--- src/rtl/hazard_pkg.sv ---
// Shared encodings for the pipeline hazard controller: forwarding selects,
// FSM states and the watchdog counter sizing helper.
package hazard_pkg;

  typedef enum logic [1:0] {
    FWD_RF  = 2'b00,
    FWD_MEM = 2'b01,
    FWD_WB  = 2'b10
  } fwd_sel_e;

  typedef enum logic {
    ST_IDLE = 1'b0,
    ST_MISS = 1'b1
  } state_e;

  localparam logic [4:0] REG_ZERO = 5'd0;

  // Watchdog counter is at least 8 bits and wide enough to hold the timeout.
  function automatic int unsigned miss_cnt_width(input int unsigned timeout);
    int unsigned w;
    w = $clog2(timeout + 1);
    return (w < 8) ? 8 : w;
  endfunction

endpackage

--- src/rtl/fwd_unit.sv ---
// EX-stage operand forwarding comparator for one source operand.
// MEM result beats WB data; x0 is never forwarded.
module fwd_unit
  import hazard_pkg::*;
(
  input  logic [4:0] src,
  input  logic [4:0] dst_mem,
  input  logic       we_mem,
  input  logic [4:0] dst_wb,
  input  logic       we_wb,
  output logic [1:0] sel
);

  always_comb begin
    // NOTE: every always_comb output gets a default first so no path can infer a latch.
    sel = FWD_RF;
    if (src != REG_ZERO) begin
      if (we_mem && (dst_mem == src)) begin
        sel = FWD_MEM;
      end else if (we_wb && (dst_wb == src)) begin
        sel = FWD_WB;
      end
    end
  end

endmodule

--- src/rtl/pipe_hazard_ctrl.sv ---
// Central hazard controller for the 5-stage RV32I pipeline: bubbles, flushes,
// forwarding selects, miss-stall FSM with watchdog. Optional performance
// counters are built when HAZARD_PERF_CNT_EN is defined.
module pipe_hazard_ctrl
  import hazard_pkg::*;
#(
  parameter int unsigned MISS_TIMEOUT = 255,
  parameter int unsigned CNT_W        = 32
) (
  input  logic             clk,
  input  logic             rst_n,
  input  logic [4:0]       reg1_srcD,
  input  logic [4:0]       reg2_srcD,
  input  logic [4:0]       reg1_srcE,
  input  logic [4:0]       reg2_srcE,
  input  logic [4:0]       reg_dstE,
  input  logic [4:0]       reg_dstM,
  input  logic [4:0]       reg_dstW,
  input  logic             reg_write_en_EX,
  input  logic             reg_write_en_MEM,
  input  logic             reg_write_en_WB,
  input  logic             wb_select_EX,
  input  logic             br_EX,
  input  logic             jalr_EX,
  input  logic             jal_ID,
  input  logic             miss,
  output logic             bubbleF,
  output logic             bubbleD,
  output logic             bubbleE,
  output logic             bubbleM,
  output logic             bubbleW,
  output logic             flushF,
  output logic             flushD,
  output logic             flushE,
  output logic             flushM,
  output logic             flushW,
  output logic [1:0]       op1_sel,
  output logic [1:0]       op2_sel,
  output logic             miss_timeout,
  output logic [CNT_W-1:0] stall_cycles,
  output logic [CNT_W-1:0] flush_events,
  output logic [CNT_W-1:0] miss_cycles
);

  localparam int unsigned MC_W = miss_cnt_width(MISS_TIMEOUT);
  localparam logic [MC_W-1:0] TIMEOUT_CNT = MC_W'(MISS_TIMEOUT);

  logic [1:0] op1_fwd;
  logic [1:0] op2_fwd;

  fwd_unit u_fwd_op1 (
    .src     (reg1_srcE),
    .dst_mem (reg_dstM),
    .we_mem  (reg_write_en_MEM),
    .dst_wb  (reg_dstW),
    .we_wb   (reg_write_en_WB),
    .sel     (op1_fwd)
  );

  fwd_unit u_fwd_op2 (
    .src     (reg2_srcE),
    .dst_mem (reg_dstM),
    .we_mem  (reg_write_en_MEM),
    .dst_wb  (reg_dstW),
    .we_wb   (reg_write_en_WB),
    .sel     (op2_fwd)
  );

  assign op1_sel = rst_n ? op1_fwd : FWD_RF;
  assign op2_sel = rst_n ? op2_fwd : FWD_RF;

  logic ctrl_ex;
  logic load_use;

  assign ctrl_ex  = br_EX | jalr_EX;
  assign load_use = wb_select_EX && reg_write_en_EX && (reg_dstE != REG_ZERO) &&
                    ((reg_dstE == reg1_srcD) || (reg_dstE == reg2_srcD));

  // Reset clears every segment; a miss freezes everything and masks the rest.
  always_comb begin
    {bubbleF, bubbleD, bubbleE, bubbleM, bubbleW} = '0;
    {flushF, flushD, flushE, flushM, flushW}      = '0;
    if (!rst_n) begin
      {flushF, flushD, flushE, flushM, flushW} = '1;
    end else if (miss) begin
      {bubbleF, bubbleD, bubbleE, bubbleM, bubbleW} = '1;
    end else if (ctrl_ex) begin
      flushD = 1'b1;
      flushE = 1'b1;
    end else if (jal_ID) begin
      flushD = 1'b1;
    end else if (load_use) begin
      bubbleF = 1'b1;
      bubbleD = 1'b1;
      flushE  = 1'b1;
    end
  end

  state_e          state_q, state_d;
  logic [MC_W-1:0] miss_cnt_q, miss_cnt_d;
  logic            miss_timeout_q, miss_timeout_d;

  always_comb begin
    state_d        = state_q;
    miss_cnt_d     = miss_cnt_q;
    miss_timeout_d = miss_timeout_q;
    unique case (state_q)
      ST_IDLE: begin
        miss_cnt_d = '0;
        if (miss) state_d = ST_MISS;
      end
      ST_MISS: begin
        if (miss) begin
          if (miss_cnt_q < TIMEOUT_CNT) miss_cnt_d = miss_cnt_q + MC_W'(1);
        end else begin
          state_d    = ST_IDLE;
          miss_cnt_d = '0;
        end
      end
      default: begin
        state_d    = ST_IDLE;
        miss_cnt_d = '0;
      end
    endcase
    if (miss_cnt_d == TIMEOUT_CNT) miss_timeout_d = 1'b1;
  end

  always_ff @(posedge clk) begin
    // NOTE: sequential state uses non-blocking assignments so all flops update together.
    if (!rst_n) begin
      state_q        <= ST_IDLE;
      miss_cnt_q     <= '0;
      miss_timeout_q <= 1'b0;
    end else begin
      state_q        <= state_d;
      miss_cnt_q     <= miss_cnt_d;
      miss_timeout_q <= miss_timeout_d;
    end
  end

  assign miss_timeout = miss_timeout_q;

`ifdef HAZARD_PERF_CNT_EN
  logic [CNT_W-1:0] stall_cycles_q, stall_cycles_d;
  logic [CNT_W-1:0] flush_events_q, flush_events_d;
  logic [CNT_W-1:0] miss_cycles_q, miss_cycles_d;
  logic             flush_ev;

  // flushD outside reset and miss can only come from br/jalr/jal.
  assign flush_ev = flushD && rst_n && !miss;

  always_comb begin
    stall_cycles_d = stall_cycles_q;
    flush_events_d = flush_events_q;
    miss_cycles_d  = miss_cycles_q;
    if (bubbleF && (stall_cycles_q != '1)) stall_cycles_d = stall_cycles_q + CNT_W'(1);
    if (flush_ev && (flush_events_q != '1)) flush_events_d = flush_events_q + CNT_W'(1);
    if (miss && (miss_cycles_q != '1)) miss_cycles_d = miss_cycles_q + CNT_W'(1);
  end

  always_ff @(posedge clk) begin
    if (!rst_n) begin
      stall_cycles_q <= '0;
      flush_events_q <= '0;
      miss_cycles_q  <= '0;
    end else begin
      stall_cycles_q <= stall_cycles_d;
      flush_events_q <= flush_events_d;
      miss_cycles_q  <= miss_cycles_d;
    end
  end

  assign stall_cycles = stall_cycles_q;
  assign flush_events = flush_events_q;
  assign miss_cycles  = miss_cycles_q;
`else
  assign stall_cycles = '0;
  assign flush_events = '0;
  assign miss_cycles  = '0;
`endif

endmodule

--- config.mk ---
export PLATFORM = sky130hd
export DESIGN_NAME = pipe_hazard_ctrl
export DESIGN_NICKNAME = d
export VERILOG_FILES = /design/src/rtl/hazard_pkg.sv /design/src/rtl/fwd_unit.sv /design/src/rtl/pipe_hazard_ctrl.sv
export SDC_FILE = /design/constraint.sdc
export NUM_CORES = 1
export LEC_CHECK = 0
export CELL_PAD_IN_SITES_DETAIL_PLACEMENT = 1
export CELL_PAD_IN_SITES_GLOBAL_PLACEMENT = 1
export CORE_ASPECT_RATIO = 0.75
export CORE_MARGIN = 2
export CORE_UTILIZATION = 20
export CTS_CLUSTER_DIAMETER = 120
export DETAILED_ROUTE_END_ITERATION = 10
export HOLD_SLACK_MARGIN = 0.03
export PLACE_DENSITY_LB_ADDON = 0.1
export SYNTH_ARGS = -nofsm -noshare
export SYNTH_HDL_FRONTEND = slang
export SYNTH_SLANG_ARGS = --single-unit
--- constraint.sdc ---
create_clock -name clk -period 2 [get_ports clk]
set_input_delay 0.4 -clock clk [delete_from_list [all_inputs] [get_ports clk]]
set_output_delay 0.4 -clock clk [all_outputs]
set_load 0.05 [all_outputs]
# Word level (Yosys, flattened, before mapping)
# Cells that the tools add are included.
[totals] inputBits=45 register_bits=10 out_inout_bits=111
[op_classes] reduce_logical=11 order_cmp=1 n_eq_ne=7 n_mux=26 add_sub_neg=1 bitwise=2
[ops] operator="$eq A5 B5 Y1" n=6
[ops] operator="$mux W2" n=8
[ops] operator="$mux W8" n=2
[ops] operator="$pmux W8 S2" n=1
[ops] operator="$mux W1" n=15
[ops] operator="$reduce_bool A5 Y1" n=3
[ops] operator="$add A8 B1 Y8 const B" n=1
[ops] operator="$eq A8 B8 Y1 const B" n=1
[ops] operator="$lt A8 B8 Y1 const B" n=1
[ops] operator="$logic_and A1 B1 Y1" n=7
[ops] operator="$logic_or A1 B1 Y1" n=1
[ops] operator="$not A1 Y1" n=1
[ops] operator="$or A1 B1 Y1" n=1

# Longest topological paths before layout
# Gate-level depths: netlist of the first run.
[depth] word_depth=8 mapped_depth=5 mapped_depth_nobuf=5

# By module
# Synthesis of the first run repeated with hierarchy kept, for this count alone.
[hier_totals] hier_cells=235 hier_area_um2=1773.0
[modules_own_cells] mod="pipe_hazard_ctrl" cells_per_inst=199 n_inst=1 area_each_um2=1502.7 seq_area_each_um2=200.2
[modules_own_cells] mod="fwd_unit" cells_per_inst=18 n_inst=2 area_each_um2=135.1 seq_area_each_um2=0.0

# Worst setup path after synthesis of the first run
# OpenSTA, ideal clock, no wires.
[synth_path] path_kind="input-to-output" startpoint="input reg_dstE[2]" endpoint="output bubbleF" cell_stages=5 slack_ps=-766 t_arrival_ps=2366 path_cell_list="xor2_1 > nor3_1 > a22oi_1 > o21ai_0 > buf_4"
[synth_between] elab_chain_len=8 word_cells_on_any_way=11 cone_classes="eq/ne: 2; mux: 5; reduce/logical: 4"
[synth_rtl] element="from (decl)" line="pipe_hazard_ctrl.sv:16" text="input logic [4:0] reg_dstE,"
[synth_rtl] element="$eq A5 B5 Y1 / $reduce_bool A5 Y1 (equally long branches)" line="pipe_hazard_ctrl.sv:77, pipe_hazard_ctrl.sv:76"
[synth_rtl] element="$logic_or A1 B1 Y1 / $logic_and A1 B1 Y1 (equally long branches)" line="pipe_hazard_ctrl.sv:77, pipe_hazard_ctrl.sv:76"
[synth_rtl] element="$logic_and A1 B1 Y1 *" line="pipe_hazard_ctrl.sv:76" text="assign load_use = wb_select_EX && reg_write_en_EX && (reg_dstE != REG_ZERO) &&"
[synth_rtl] element="$mux W1 * (5 in series)"
[synth_rtl] element="to (decl)" line="pipe_hazard_ctrl.sv:27" text="output logic bubbleF,"
# Mark *: on every way between the ends. The rest lies on a longest branch, timed or not.

# Worst setup path in the final report of the first run
[layout_path] startpoint="input reg_dstM[2]" endpoint="output op2_sel[0]"
[layout_between] elab_chain_len=5
[layout_rtl] element="from (decl)" line="pipe_hazard_ctrl.sv:17" text="input logic [4:0] reg_dstM,"
[layout_rtl] element="$eq A5 B5 Y1" line="fwd_unit.sv:18" text="if (we_mem && (dst_mem == src)) begin"
[layout_rtl] element="$logic_and A1 B1 Y1" line="fwd_unit.sv:18"
[layout_rtl] element="$mux W2" line="fwd_unit.sv:18"
[layout_rtl] element="$mux W2" line="fwd_unit.sv:17" text="if (src != REG_ZERO) begin"
[layout_rtl] element="$mux W2" line="pipe_hazard_ctrl.sv:70" text="assign op2_sel = rst_n ? op2_fwd : FWD_RF;"
[layout_rtl] element="to (decl)" line="pipe_hazard_ctrl.sv:38" text="output logic [1:0] op2_sel,"
# No other way between the ends.

==> results of run 1 <==
## layout make-up
cell class | count | share of cell area, %
Tap cell | 105 | 5.412
Multi-Input combinational cell | 201 | 49.59
Inverter | 4 | 0.6186
Sequential cell | 10 | 8.247
Clock buffer | 3 | 1.701
Timing Repair Buffer | 77 | 34.43
## layer usage
| layer | part of all wire, % | vias up |
|---|---|---|
| li1 | - | 691 |
| met1 | 44 | 638 |
| met2 | 46 | 88 |
| met3 | 9.6 | 3 |
| met4 | 0.39 | 0 |
| met5 | 0 | - |
## sequential cells by signal, summed over array words and instances, names as in the netlist
name	flops
miss_timeout	1
miss_cnt_q	8
state_q	1
## per-stage QoR
| stage | std cells | power [W] | hold WS (ns) | util (%) | TNS [ns] |
|---|---|---|---|---|---|
| 2_1_floorplan | 316 | 0.0008663 | 0.4651 | - | -0.05952 |
| 3_5_place_dp | 397 | 0.0009191 | 0.4523 | 29.21 | -2.780 |
| 3_3_place_gp | 397 | 0.0009203 | 0.4477 | 29.21 | -2.701 |
| 6_report | 400 | 0.001131 | 0.4558 | 30.26 | -0.02508 |
| 4_1_cts | 400 | 0.001134 | 0.4644 | 29.83 | -0.04561 |
| 5_1_grt | 400 | 0.001185 | 0.5038 | 30.26 | -0.1228 |
## report_power, final
group | internal [W] | switching [W] | total [W]
logic | 0.000169 | 0.000543 | 0.000711
registers | 0.000201 | 0.00000152 | 0.000203
clock network | 0.000132 | 0.0000843 | 0.000217
## critical path, cell delays in order
cell,delay [ns]
buf_6,0.10
xor2_1,0.15
nor4_1,0.29
and3_1,0.28
nor3b_4,0.24
buf_12,0.16
## kinds of logic (layout without fill, tap and decap cells)
group,after synthesis,count (layout),synth area share (%)
compound gates,18,18,7.276
mux,2,2,1.188
other cells,1,96,0.2225
flops,10,10,11.88
xor+xnor,30,30,15.59
simple gates,54,54,17.22
buf+inv,105,84,45.88
fa+ha+maj,1,1,0.7423
## placed cells by master (no fill, tap or decap), types with 4 or more instances in the layout
master	n
conb_1	96
xor2_1	20
dlygate4sd2_1	16
buf_4	15
buf_12	14
nor2_1	12
buf_6	12
xnor2_1	10
dfxtp_1	10
nand2_1	9
nand3_1	6
buf_2	5
a31oi_1	4
clkdlybuf4s50_1	4
clkdlybuf4s15_1	4
## how the worst max path moves through the flow
stage	end	slack (ns)	cells after the start
floorplan	bubbleF	-0.06	5
global placement	op1_sel[0]	-0.45	6
detailed placement	op2_sel[0]	-0.46	6
CTS	op2_sel[0]	-0.05	6
global route	op2_sel[0]	-0.08	6
finish	op2_sel[0]	-0.03	6
## timing repair
action | 4_1_cts | 5_1_grt
pin swaps | 20 | 13
endpoints found under the hold margin | 0 | 0
endpoints found under the setup margin | 12 | 7
gates resized for setup | 113 | 16
buffers inserted | 1 | 0
==> results.sh, run 1 <==
export IMPL_status="finished with violations"
export IMPL_violations="negative setup slack"
export IMPL_min_from="miss_timeout"
export IMPL_ys_warn_count=0
export IMPL_fillerInstances=1005
export IMPL_netlist_area_um2=1685
export IMPL_grt_ovfl_total=0
export IMPL_drtIter0Drc=45
export IMPL_clk_latency_ns=0.24
export IMPL_ff_latch_area_um2=200.2
export IMPL_die_h_um=83.50
export IMPL_power_density_nw_per_um2=466.0
export IMPL_reg2reg_setup_slack_ns=0.36
export IMPL_r2r_start="miss_cnt_q[0]"
export IMPL_drcViolationCount=0
export IMPL_use_met1_pct=12.86
export IMPL_clockRootBuffer="clkbuf_8"
export IMPL_critPathLaunch="reg_dstM[2]"
export IMPL_hold_path_cell_count=2
export IMPL_floorplan_initialDensity_pct=21.01
export IMPL_multiInputGateArea_um2=1204
export IMPL_placed_cell_area_um2=2344
export IMPL_critPathKind="input port to primary output"
export IMPL_core_area_um2=8023
export IMPL_place_port_buffers=59
export IMPL_setup_viol=1
export IMPL_post_drt_wl_per_cell_um=10.82
export IMPL_clkSlewWorstSetupHoldPaths_ns=0.05
export IMPL_io_pins=156
export IMPL_async_reset_ff_share_pct=0
export IMPL_top_usage_layer="met2"
export IMPL_p_leak_nw=1.140
export IMPL_grt_pass1_wl_um=6541
export IMPL_worstPathMaxFanout=2
export IMPL_diodes=0
export IMPL_maxSlewViolCount=0
export IMPL_worstRegToRegCells=5
export IMPL_max_freq_mhz=493.8
export IMPL_grt_max_degree=8
export IMPL_use_met2_pct=13.61
export IMPL_antenna_found_initial=0
export IMPL_antenna_left=0
export IMPL_place_ws_ns=-0.4649
export IMPL_vias_per_cell=3.550
export IMPL_gr_usage_met3_pct=2.108
export IMPL_syn_inst=221
export IMPL_cts_buffers=3
export IMPL_final_area_um2=2427
export IMPL_synth_seq_cells=10
export IMPL_dp_hpwl_um=3817
export IMPL_synth_area_per_cell_um2=7.626
export IMPL_crit_arrival_ns=1.63
export IMPL_ir_drop_uv=153.3
export IMPL_ctsHoldBuffers=0
export IMPL_cts_buffer_depth=2
export IMPL_synth_most_common_cell="buf_4"
export IMPL_area_growth_pct=44.02
export IMPL_firstDrtPassIters=3
export IMPL_hold_class="flip-flop to flip-flop"
export IMPL_grtUsageTotal_pct=8.928
export IMPL_vias=1420
export IMPL_timing_final_crit_share_pct=101.3
export IMPL_gp_congestion=0.7140
export IMPL_yosysTopAreaCellShare_pct=44.99
export IMPL_synth_flop_cell="dfxtp_1"
export IMPL_finalClockSkew_ns=0.002170
export IMPL_die_w_um=110
export IMPL_cts_htree_levels=1
export IMPL_crit_required_ns=1.60
export IMPL_finalHoldViolations=0
export IMPL_drt_wl_total_um=4326
export IMPL_synth_cell_types=33
export IMPL_end_kind="primary output"
export IMPL_cts_tree="yes"
export IMPL_clock_sink_count=10
export IMPL_rsz0062_at_grt="yes"
export IMPL_setup_ws_ns=-0.02508
export IMPL_ys_seq_area_share_pct=11.88
export IMPL_grt_pass1_vias=1336
export IMPL_final_nets=343
export IMPL_rr_endpoint="miss_timeout"
export IMPL_synthTopCellsByCount="101 x buf_4, 20 x xor2_1, 14 x nor2_1"
export IMPL_critPathLaunchType="input port"
export IMPL_maxCapViolations=0
export IMPL_synth_edf_count=0
export IMPL_yosysTopAreaCell="buf_4"
export IMPL_row_count=28
export IMPL_fin_crit_ns=2.025
export IMPL_layout_drive_gt1_share_pct=25.76
export IMPL_ys_top_cells_by_area="buf_4 45%, dfxtp_1 12%, xor2_1 10%, xnor2_1 5.2%, nor2_1 3.1%"
export IMPL_holdPathEnd="miss_timeout"
export IMPL_dieArea_um2=9185
Note: power is estimated with default switching activity, not from simulation.
==> run 2, diff against run 1 <==
--- a/config.mk
+++ b/config.mk
@@ -5,11 +5,11 @@
 export SDC_FILE = /design/constraint.sdc
 export NUM_CORES = 1
 export LEC_CHECK = 0
-export CELL_PAD_IN_SITES_DETAIL_PLACEMENT = 1
-export CELL_PAD_IN_SITES_GLOBAL_PLACEMENT = 1
+export CELL_PAD_IN_SITES_DETAIL_PLACEMENT = 2
+export CELL_PAD_IN_SITES_GLOBAL_PLACEMENT = 2
 export CORE_ASPECT_RATIO = 0.75
 export CORE_MARGIN = 2
-export CORE_UTILIZATION = 20
+export CORE_UTILIZATION = 15
 export CTS_CLUSTER_DIAMETER = 120
 export DETAILED_ROUTE_END_ITERATION = 10
 export HOLD_SLACK_MARGIN = 0.03
==> results.sh, run 2 (same netlist as run 1, synthesis figures left out) <==
export IMPL_place_port_buffers=59
export IMPL_min_from="miss_timeout"
export IMPL_path_cells="buf_6, xor2_1, nor4_2, and3_1, nor3b_4, buf_12"
export IMPL_core_area_um2=10940
export IMPL_grt_pass1_wl_um=7769
export IMPL_io_pins=156
export IMPL_end_kind="primary output"
export IMPL_worstPathMaxFanout=3
export IMPL_worst_path_buf_inv=2
export IMPL_layout_common_cells="96 x conb_1, 22 x buf_4, 17 x dlygate4sd2_1, 14 x buf_12"
export IMPL_die_h_um=95.80
export IMPL_reg2reg_setup_slack_ns=0.31
export IMPL_regMostFlops="miss_cnt_q"
export IMPL_layout_drive_gt1_share_pct=33.00
export IMPL_setup_viol=2
export IMPL_setup_ws_ns=-0.008358
export IMPL_cts_htree_levels=1
export IMPL_final_area_um2=2670
export IMPL_status="finished with violations"
export IMPL_p_leak_nw=1.210
export IMPL_post_drt_wl_per_cell_um=11.67
export IMPL_area_growth_pct=58.43
export IMPL_finalHoldViolations=0
export IMPL_dieArea_um2=12110
export IMPL_fillerInstances=1282
export IMPL_antenna_found_initial=0
export IMPL_worstRegToRegCells=5
export IMPL_die_w_um=126.4
export IMPL_cp_num_cells=6
export IMPL_crit_required_ns=1.60
export IMPL_grt_max_degree=8
export IMPL_slowest_stage="nor4_2"
export IMPL_antenna_left=0
export IMPL_r2r_start="miss_cnt_q[0]"
export IMPL_fin_crit_ns=2.008
export IMPL_drt_wl_total_um=5168
export IMPL_clock_sink_count=10
export IMPL_largest_reg_flops=8
export IMPL_drtIter0Drc=21
export IMPL_finalClockSkew_ns=0.0004683
export IMPL_diodes=0
export IMPL_hold_path_cell_count=2
export IMPL_rr_endpoint="miss_timeout"
export IMPL_max_freq_mhz=497.9
export IMPL_hold_class="flip-flop to flip-flop"
export IMPL_clockRootBuffer="clkbuf_16"
export IMPL_placed_cell_area_um2=2425
export IMPL_grt_pass1_vias=1444
export IMPL_crit_family="simple AND/OR/NAND/NOR gates"
export IMPL_final_common_cell="conb_1"
export IMPL_vias=1444
export IMPL_vias_per_cell=3.260
export IMPL_cts_buffers=3
export IMPL_drcViolationCount=0
export IMPL_floorplan_initialDensity_pct=15.40
export IMPL_gp_congestion=0.7077
export IMPL_ctsHoldBuffers=0
export IMPL_dp_cells=437
export IMPL_final_cell_count_no_fill=443
export IMPL_firstDrtPassIters=3
export IMPL_slowest_delay_ns=0.33
export IMPL_violations="negative setup slack"
export IMPL_cts_tree="yes"
export IMPL_rsz0062_at_grt="yes"
export IMPL_row_count=33
export IMPL_cts_buffer_depth=2
export IMPL_maxSlewViolCount=0
export IMPL_grtUsageTotal_pct=8.120
export IMPL_critPathLaunchType="input port"
export IMPL_clkSlewWorstSetupHoldPaths_ns=0.04
export IMPL_ir_drop_uv=249.2
export IMPL_dp_hpwl_um=4488
export IMPL_endpoint="op1_sel[0]"
export IMPL_maxCapViolations=0
export IMPL_grt_ovfl_total=0
export IMPL_final_nets=351
export IMPL_timing_final_crit_share_pct=100.4
export IMPL_critPathLaunch="reg1_srcE[1]"
export IMPL_clk_latency_ns=0.23
export IMPL_crit_arrival_ns=1.61
export IMPL_critPathKind="input port to primary output"
export IMPL_power_density_nw_per_um2=485.4
[run 2: tightest hold or removal path, cell delays in order (launching register included)]
cell	delay [ns]
dfxtp_1	0.32
nand2_1	0.05
o31ai_1	0.05
[run 2: power by group]
part           leakage, nW  internal (W)  total (W)  switching [W]
clock               0.0370      0.000259   0.000344      0.0000852
combinational         1.09      0.000185   0.000749       0.000563
sequential          0.0809      0.000202   0.000204     0.00000164
[run 2: worst min-delay path by stage]
stage | to | slack, ns
2_1_floorplan | miss_cnt_q[2] | 0.47
3_3_place_gp | miss_timeout | 0.45
3_5_place_dp | miss_timeout | 0.46
4_1_cts | miss_timeout | 0.47
5_1_grt | miss_timeout | 0.49
6_report | miss_timeout | 0.46
[run 2: final cells by class]
type | instances | area (µm²) | area share, %
clock buffers | 3 | 75.07 | 2.812
inverters | 4 | 18.77 | 0.7029
multi-input cells | 201 | 1303 | 48.78
flip-flops and latches | 10 | 200.2 | 7.498
well taps | 140 | 175.2 | 6.560
repair buffers | 85 | 898.4 | 33.65
[run 2: metal layers]
layer  share of wire [%]  GRT usage (%)  routed length (µm)  vias up
met4                0.52          1.099                  27        0
met5                   0              0                   0        -
li1                    -              -                   -      699
met3                 8.7          2.335                 450        2
met2                  44          12.88                2297       90
met1                  46          11.21                2392      653
[run 2: repair_timing]
item | CTS | global route
hold endpoints to repair | 0 | 0
pin swaps | 34 | 18
setup endpoints to repair | 7 | 7
gates resized for setup | 121 | 34
setup buffers | 2 | 1
cloned | 0 | 0
[run 2: stage by stage]
stage          hold WS, ns  power [W]  setup WS, ns  utilization, %  setup TNS, ns
2_1_floorplan       0.4651  0.0008663      -0.05952               -       -0.05952
3_3_place_gp        0.4512  0.0009315       -0.5030           22.16         -2.964
3_5_place_dp        0.4563  0.0009312       -0.4955           22.16         -2.880
4_1_cts             0.4652   0.001298      0.003846           23.64              0
5_1_grt             0.4861   0.001361      -0.08718           24.40        -0.1946
6_report            0.4561   0.001296     -0.008358           24.40       -0.01669
==> run 3, diff against run 2 <==
--- a/config.mk
+++ b/config.mk
@@ -17,3 +17,4 @@
 export SYNTH_ARGS = -nofsm -noshare
 export SYNTH_HDL_FRONTEND = slang
 export SYNTH_SLANG_ARGS = --single-unit
+export TNS_END_PERCENT = 5
==> results.sh, run 3 (same netlist as run 1, synthesis figures left out) <==
export IMPL_clockRootBuffer="clkbuf_16"
export IMPL_firstDrtPassIters=4
export IMPL_dp_hpwl_um=4469
export IMPL_cts_buffers=3
export IMPL_rr_endpoint="miss_timeout"
export IMPL_drtIter0Drc=13
export IMPL_status="finished with violations"
export IMPL_largest_reg_flops=8
export IMPL_layout_drive_gt1_share_pct=29.14
export IMPL_tightest_slew_ns=0.5033
export IMPL_sw_frac_of_total_pct=49.08
export IMPL_power_w=0.001330
export IMPL_worstPathMaxFanout=2
export IMPL_cts_buffer_depth=2
export IMPL_slowest_stage="or4_4"
export IMPL_clkSlewWorstSetupHoldPaths_ns=0.04
export IMPL_gp_congestion=0.7311
export IMPL_layout_common_cells="96 x conb_1, 22 x buf_4, 18 x dlygate4sd2_1, 16 x xor2_1, 15 x buf_12"
export IMPL_finalClockSkew_ns=0.003094
export IMPL_slew_headroom_pct=66.34
export IMPL_reg2reg_setup_slack_ns=0.30
export IMPL_final_nets=349
export IMPL_share_clk_of_total_power_pct=30.1
export IMPL_crit_required_ns=1.60
export IMPL_pwr_share_seq_pct=15.2
export IMPL_holdPathEnd="miss_timeout"
export IMPL_die_h_um=95.80
export IMPL_switching_power_w=0.0006527
export IMPL_p_int_w=0.0006772
export IMPL_clock_sink_count=10
export IMPL_ctsHoldBuffers=0
export IMPL_setup_viol=2
export IMPL_place_port_buffers=59
export IMPL_tns_ns=-0.05058
export IMPL_dieArea_um2=12110
export IMPL_worstRegToRegCells=5
export IMPL_post_drt_wl_per_cell_um=11.41
export IMPL_min_from="miss_timeout"
export IMPL_placed_cell_area_um2=2395
export IMPL_drcViolationCount=0
export IMPL_regMostFlops="miss_cnt_q"
export IMPL_p_comb_share_pct=54.7
export IMPL_finalHoldViolations=0
export IMPL_slowest_delay_ns=0.49
export IMPL_r2r_start="miss_cnt_q[1]"
export IMPL_hold_path_cell_count=2
export IMPL_vias=1456
export IMPL_grt_max_degree=8
export IMPL_timing_final_crit_share_pct=101.4
export IMPL_grtUsageTotal_pct=7.847
export IMPL_io_pins=156
export IMPL_max_freq_mhz=492.9
export IMPL_maxCapViolations=0
export IMPL_power_density_nw_per_um2=515.2
export IMPL_critPathKind="input port to primary output"
export IMPL_clk_latency_ns=0.24
export IMPL_antenna_left=0
export IMPL_path_cells="clkdlybuf4s15_2, buf_4, or4_4, nor2_4, nor4_4, buf_12"
export IMPL_cts_htree_levels=1
export IMPL_area_growth_pct=53.16
export IMPL_row_count=33
export IMPL_grt_pass1_vias=1447
export IMPL_core_area_um2=10940
export IMPL_grt_pass1_wl_um=7534
export IMPL_grt_ovfl_total=0
export IMPL_p_leak_nw=1.180
export IMPL_antenna_found_initial=0
export IMPL_end_kind="primary output"
export IMPL_post_route_util_pct=23.59
export IMPL_maxSlewViolCount=0
export IMPL_vias_per_cell=3.294
export IMPL_floorplan_initialDensity_pct=15.40
export IMPL_fin_crit_ns=2.029
export IMPL_ir_drop_uv=233.8
export IMPL_final_common_cell="conb_1"
export IMPL_critPathLaunchType="input port"
export IMPL_final_area_um2=2581
export IMPL_violations="negative setup slack"
export IMPL_drt_wl_total_um=5042
export IMPL_cts_tree="yes"
export IMPL_diodes=0
export IMPL_hold_class="flip-flop to flip-flop"
export IMPL_die_w_um=126.4
export IMPL_setup_ws_ns=-0.02868
export IMPL_rsz0062_at_grt="yes"
export IMPL_crit_arrival_ns=1.63
-- run 3: cell types whose count changed in the layout (fill, tap and decap cells not counted), moves of 2 or more --
cell / delta
xor2_2: -4
buf_6: -7
clkdlybuf4s50_1: +2
xor2_1: +4
dlymetal6s2s_1: -2
-- run 3: how the worst max path moves through the flow --
| stage | end | from |
|---|---|---|
| 5_1_grt | op2_sel[1] | reg2_srcE[4] |
| 6_report | op2_sel[1] | reg2_srcE[4] |
| 3_5_place_dp | op2_sel[1] | reg2_srcE[2] |
| 4_1_cts | op2_sel[1] | reg2_srcE[2] |
| 3_3_place_gp | op1_sel[0] | reg1_srcE[2] |
| 2_1_floorplan | op2_sel[1] | reg2_srcE[2] |
-- run 3: timing repair --
item,in CTS,in global routing
setup buffers,3,0
gates resized for setup,116,11
pin swaps,25,7
endpoints found under the setup margin,10,7
-- run 3: through the flow --
step / hold slack, ns / instances / worst slack [ns]
finish: 0.4746 / 442 / -0.02868
global route: 0.5440 / 442 / -0.1085
CTS: 0.4810 / 442 / -0.06504
detailed placement: 0.4682 / 435 / -0.5134
global placement: 0.4581 / 435 / -0.5364
floorplan: 0.4651 / 316 / -0.1363
-- run 3: layer usage --
metal  up-vias  wire (µm)  track usage [%]
met4         0         14           0.5495
li1        701          -                -
met2        84       2381            13.50
met1       669       2203            10.16
met3         2        442            2.390
met5         -          0                0
-- run 3: layout make-up --
| type | instances | area (µm²) |
|---|---|---|
| Timing Repair Buffer | 83 | 869.6 |
| Inverter | 4 | 15.01 |
| Multi-Input combinational cell | 201 | 1232 |
| Sequential cell | 10 | 200.2 |
| Tap cell | 140 | 175.2 |
| Clock buffer | 4 | 88.84 |
| Fill cell | 1274 | 8361 |
-- run 3: power by group through the flow --
stage	clock network (W)	logic [W]	registers, W
2_1_floorplan	0	0.000656	0.000206
3_3_place_gp	0	0.000718	0.000206
3_5_place_dp	0	0.000717	0.000206
4_1_cts	0.000415	0.000723	0.000202
5_1_grt	0.000427	0.000763	0.000202
6_report	0.000400	0.000727	0.000203
-- run 3: worst max-delay path, delay by kind of cell --
kind,cells,cell delay (ns)
buffers and inverters,3,0.47
and+or+nand+nor,3,0.75
